[config.mk]
export PLATFORM = sky130hd
export DESIGN_NAME = branch_sequencer
export DESIGN_NICKNAME = d
export VERILOG_FILES = /design/src/rtl/branch_sequencer.sv
export SDC_FILE = /design/constraint.sdc
export NUM_CORES = 1
export LEC_CHECK = 0
export CORE_ASPECT_RATIO = 0.6
export CORE_MARGIN = 10
export CORE_UTILIZATION = 50
export CTS_CLUSTER_SIZE = 14
export DETAILED_ROUTE_END_ITERATION = 8
export GPL_TIMING_DRIVEN = 0
export PLACE_DENSITY = 0.81
export SYNTH_ARGS = -nofsm -noshare
export SYNTH_HDL_FRONTEND = slang
export SYNTH_SLANG_ARGS = --single-unit
[constraint.sdc]
create_clock -name clk -period 11.15 [get_ports clk]
set_clock_uncertainty 0.05 [all_clocks]
set_input_delay 2.23 -clock clk [delete_from_list [all_inputs] [get_ports clk]]
set_output_delay 2.23 -clock clk [all_outputs]
set_load 0.005 [all_outputs]
[src/rtl/branch_sequencer.sv]
// rtl/branch_sequencer.sv - KGP-RISC multi-cycle sequencer: PC, fetch, flags and control-flow resolution
module branch_sequencer #(
    parameter int              PC_W     = 32,
    parameter logic [PC_W-1:0] RESET_PC = '0
) (
    input  logic            clk,
    input  logic            rst,
    output logic            imem_req,
    output logic [PC_W-1:0] imem_addr,
    input  logic            imem_ack,
    input  logic [31:0]     imem_rdata,
    output logic [31:0]     ir,
    output logic            exec_start,
    input  logic            exec_done,
    input  logic            flag_we,
    input  logic            zflag_in,
    input  logic            oflag_in,
    input  logic            cflag_in,
    input  logic            sflag_in,
    input  logic [31:0]     rs_value,
    output logic            ra_we,
    output logic [31:0]     ra_data,
    output logic            branch_taken,
    output logic [PC_W-1:0] pc,
    output logic [3:0]      flags,
    output logic [2:0]      state
);

    typedef enum logic [2:0] {
        S_START  = 3'd0,
        S_FETCH  = 3'd1,
        S_DECODE = 3'd2,
        S_EXEC   = 3'd3,
        S_BRANCH = 3'd4,
        S_HALT   = 3'd5
    } state_t;

    state_t            cur_state;
    state_t            nxt_state;
    logic              exec_first;
    logic [5:0]        opcode;
    logic signed [25:0] offset;
    logic [PC_W-1:0]   pc_plus4;
    logic [PC_W-1:0]   target;
    logic              is_branch;
    logic              is_call;
    logic              taken;
    logic              z_f, o_f, c_f, s_f;

    assign opcode    = ir[31:26];
    assign offset    = ir[25:0];
    assign pc_plus4  = pc + PC_W'(4);
    assign is_branch = (opcode >= 6'd3) && (opcode <= 6'd14);
    assign is_call   = (opcode == 6'd13);
    assign {z_f, o_f, c_f, s_f} = flags;

    // Register-indirect forms (jr, ret) take a 26-bit absolute target from rs.
    assign target = ((opcode == 6'd4) || (opcode == 6'd14))
                  ? PC_W'(rs_value[25:0])
                  : pc_plus4 + PC_W'(offset);

    assign imem_addr = pc;
    assign state     = cur_state;

    always_comb begin
        taken = 1'b0;
        case (opcode)
            6'd3, 6'd4, 6'd13, 6'd14: taken = 1'b1;
            6'd5:  taken = z_f;
            6'd6:  taken = !z_f;
            6'd7:  taken = c_f;
            6'd8:  taken = !c_f;
            6'd9:  taken = s_f;
            6'd10: taken = !s_f;
            6'd11: taken = o_f;
            6'd12: taken = !o_f;
            default: taken = 1'b0;
        endcase
    end

    always_ff @(posedge clk or negedge rst) begin
        if (!rst) begin
            cur_state  <= S_START;
            pc         <= RESET_PC;
            ir         <= '0;
            flags      <= '0;
            ra_data    <= '0;
            exec_first <= 1'b0;
        end else begin
            cur_state  <= nxt_state;
            exec_first <= (cur_state == S_DECODE) && (nxt_state == S_EXEC);
            if (cur_state == S_FETCH && imem_ack) begin
                ir <= imem_rdata;
            end
            // Link value is staged on entry to BRANCH so it is stable alongside ra_we.
            if (cur_state == S_DECODE && is_call) begin
                ra_data <= 32'(pc_plus4);
            end
            if (cur_state == S_EXEC && exec_done) begin
                pc <= pc_plus4;
                if (flag_we) begin
                    flags <= {zflag_in, oflag_in, cflag_in, sflag_in};
                end
            end
            if (cur_state == S_BRANCH) begin
                pc <= taken ? target : pc_plus4;
            end
        end
    end

    always_comb begin
        nxt_state    = cur_state;
        imem_req     = 1'b0;
        exec_start   = 1'b0;
        ra_we        = 1'b0;
        branch_taken = 1'b0;
        case (cur_state)
            S_START:  nxt_state = S_FETCH;
            S_FETCH: begin
                imem_req = 1'b1;
                if (imem_ack) nxt_state = S_DECODE;
            end
            S_DECODE: begin
                if (is_branch)             nxt_state = S_BRANCH;
                else if (opcode == 6'd63)  nxt_state = S_HALT;
                else                       nxt_state = S_EXEC;
            end
            S_EXEC: begin
                exec_start = exec_first;
                if (exec_done) nxt_state = S_FETCH;
            end
            S_BRANCH: begin
                nxt_state    = S_FETCH;
                branch_taken = taken;
                ra_we        = is_call;
            end
            S_HALT:   nxt_state = S_HALT;
            default:  nxt_state = S_START;
        endcase
    end

endmodule

==> metrics.yaml <==
sta:
  max_freq_ghz: 0.1754
  setup_viol: 0
  tns_ps: 0
  hold_viol: 0
  slew_headroom: 0.2028
  maxSlewViolCount: 0
  period_needed_ps: 5701
  rsz0062_at_grt: "no"
  tightestPinTransition_ps: 1193
  finalCritPeriodShare: 0.5113
  fin_ws_ps: 5449
synth:
  synth_nets: 866
  synth_top_cell_area_share: 0.3714
  synth-main-ff-cell: "dfrtp_1"
  synth_edf_count: 0
  yosysUniqueCellTypes: 60
  yosysTopAreaCell: "dfrtp_1"
  synthArstFlopShare: 1.000
  yosysSeqAreaShare: 0.3714
  synth_seq_cells: 104
  netlist_area_um2: 7008
  ys_top_cells_by_area: "dfrtp_1 37%, mux2_2 9.5%, ha_1 7.0%, xnor2_1 4.6%, a21oi_1 4.2%"
  yosys-top-cells-count: "104 x dfrtp_1, 59 x a21oi_1, 59 x mux2_2, 59 x nand2_1, 56 x nor2_1"
  ys.warnings.count: 0
  avgSynthCellArea_um2: 9.307
  netlist_instances: 753
  yosysMostFrequentCell: "dfrtp_1"
setup_path:
  cp.required_ps: 8870
  cp_slowest_cell: "clkdlybuf4s50_1"
  path_max_fanout: 10
  crit_type: "reg -> out"
  reg2regPathDepth: 17
  crit_arrival_ps: 3420
  cpPeakStageDelay_ps: 640
  path_cells: "clkbuf_1 > xnor2_1 > nand4b_1 > nand2_1 > nand2_1 > inv_2 > clkbuf_1 > clkdlybuf4s50_1"
  worstSetupEndpointType: "output pin"
  cp-start-kind: "flip-flop"
global_route:
  grt_remaining_overflow: 0
  grt_max_degree: 70
  antenna_found_initial: 0
  grt_pass1_wl_um: 37900
  grt_pass1_vias: 6416
  grt_use_total: 0.2430
power_and_ir_drop:
  ir_drop_mv: 0.1596
  p_per_area_nw_per_um2: 271.5
  p_leak_nw: 4.039
cts:
  htreeDepth: 3
  clk_path_buf_depth: 2
  cts-root-buf: "clkbuf_16"
  cts_made_buffers: 9
  cts.sinks: 104
  ctsHoldBuffers: 0
  insertion_delay_ps: 350
  cts_setup_buffers: 0
  cts_resized: 0
  path_clk_slew_ps: 70
  tritoncts: "yes"
die:
  fp.dieW_um: 172.8
  core_um2: 13710
  fp.dieArea_um2: 19310
  num_io_pins: 212
  rows: 33
  die_h_um: 111.7
  initial_core_util: 0.5112
drt:
  wl_per_cell_um: 20.80
  vias_per_cell: 5.687
  drc_errors: 0
  vias: 6637
  drt_first_pass_iters: 6
  drtAntennaViolNets: 0
  drt-total-wl_um: 24270
  drt_iter0_drc: 792
min_path:
  holdCritPathClass: "reg -> reg"
  worstHoldPathCells: 1
outcome:
  status: "complete, no violations"
finish:
  syn_to_final_growth_pct: 37.21
  nNetsFinal: 1083
  antenna_cells: 0
  fin_area_um2: 9615
  drive_above_1_share: 0.1241
placement:
  port_buffers: 205
  dp_hpwl_um: 19200
  place_ws_ps: 5939
  place.gp.congestion: 0.9656
  place_area_um2: 9325
job:
  max_cap_violations: 0
[cells in the final DEF, fill, tap and decap left out, drive strengths merged, types with 14 or more instances in the layout]
cell	Yosys	routed
nor3	22	22
clkbuf	23	34
nand3	22	22
a21oi	59	59
nor2	56	56
xnor2	37	37
o21ai	42	42
nand2	59	59
inv	24	27
clkdlybuf4s50	0	204
buf	41	43
dfrtp	104	104
a21o	14	14
mux2	59	59
xor2	15	15
ha	39	39
[cell type report]
| type | instances | area (um2) |
|---|---|---|
| Buffer | 64 | 370.4 |
| Clock buffer | 11 | 242.7 |
| Clock inverter | 5 | 47.55 |
| Fill cell | 1131 | 4093 |
| Inverter | 24 | 90.09 |
| Multi-Input combinational cell | 561 | 3945 |
| Sequential cell | 104 | 2603 |
| Tap cell | 192 | 240.2 |
| Timing Repair Buffer | 206 | 2077 |
[worst max-delay path, delay by kind of cell (launching register included)]
family                    cells  cell delay, ps
and+or+nand+nor               3             790
DFF                           1             360
xor gates and xnor gates      1             190
buffers and inverters         4            1720
[kinds of logic after synthesis]
logic type / Yosys count / share of synthesized area
compound gates: 198 / 0.1841
xor+xnor: 52 / 0.06499
fa+ha+maj: 40 / 0.07249
buf+inv: 88 / 0.06570
flops: 104 / 0.3714
mux: 62 / 0.09909
simple gates: 209 / 0.1423
[worst paths after layout]
kind | start | endpoint | slack [ps]
min in group asynchronous | rst | ra_data[0] | 1780
max in group asynchronous | rst | ir[19] | 8530
hold / removal | ra_data[15] | ra_data[15] | 460
setup / recovery | ir[29] | branch_taken | 5450
setup reg to reg | imem_addr[8] | imem_addr[31] | 6020
hold reg to reg | ra_data[15] | ra_data[15] | 460
[metal layers]
metal	vias to the layer above	wire, um	share of wire	GRT usage
met5	-	0	0	0
li1	3128	-	-	-
met4	0	140	0.0058	0.03204
met3	16	3259	0.13	0.1086
met1	3143	11410	0.47	0.3528
met2	350	9462	0.39	0.3279
[metrics by stage]
step                  util  hold slack, ps  total power [mW]  std cells
global route        0.7014           472.4             2.793       1167
CTS                 0.7014           459.6             2.587       1167
global placement    0.6784           439.0             2.235       1150
finish              0.7014           458.6             2.611       1167
floorplan                -           455.5             1.586        753
detailed placement  0.6803           445.8             2.257       1151
[flip-flops by register name, indices dropped and copies added, names as in the netlist]
signal	count
state	3
ra_data	32
ir	32
imem_addr	32
flags	4
exec_first	1
[power by group]
group	switching, mW	internal [mW]
clock network	0.156	0.163
logic	0.819	0.804
registers	0.167	0.502
total	1.14	1.47
(Power assumes the default switching activity.)
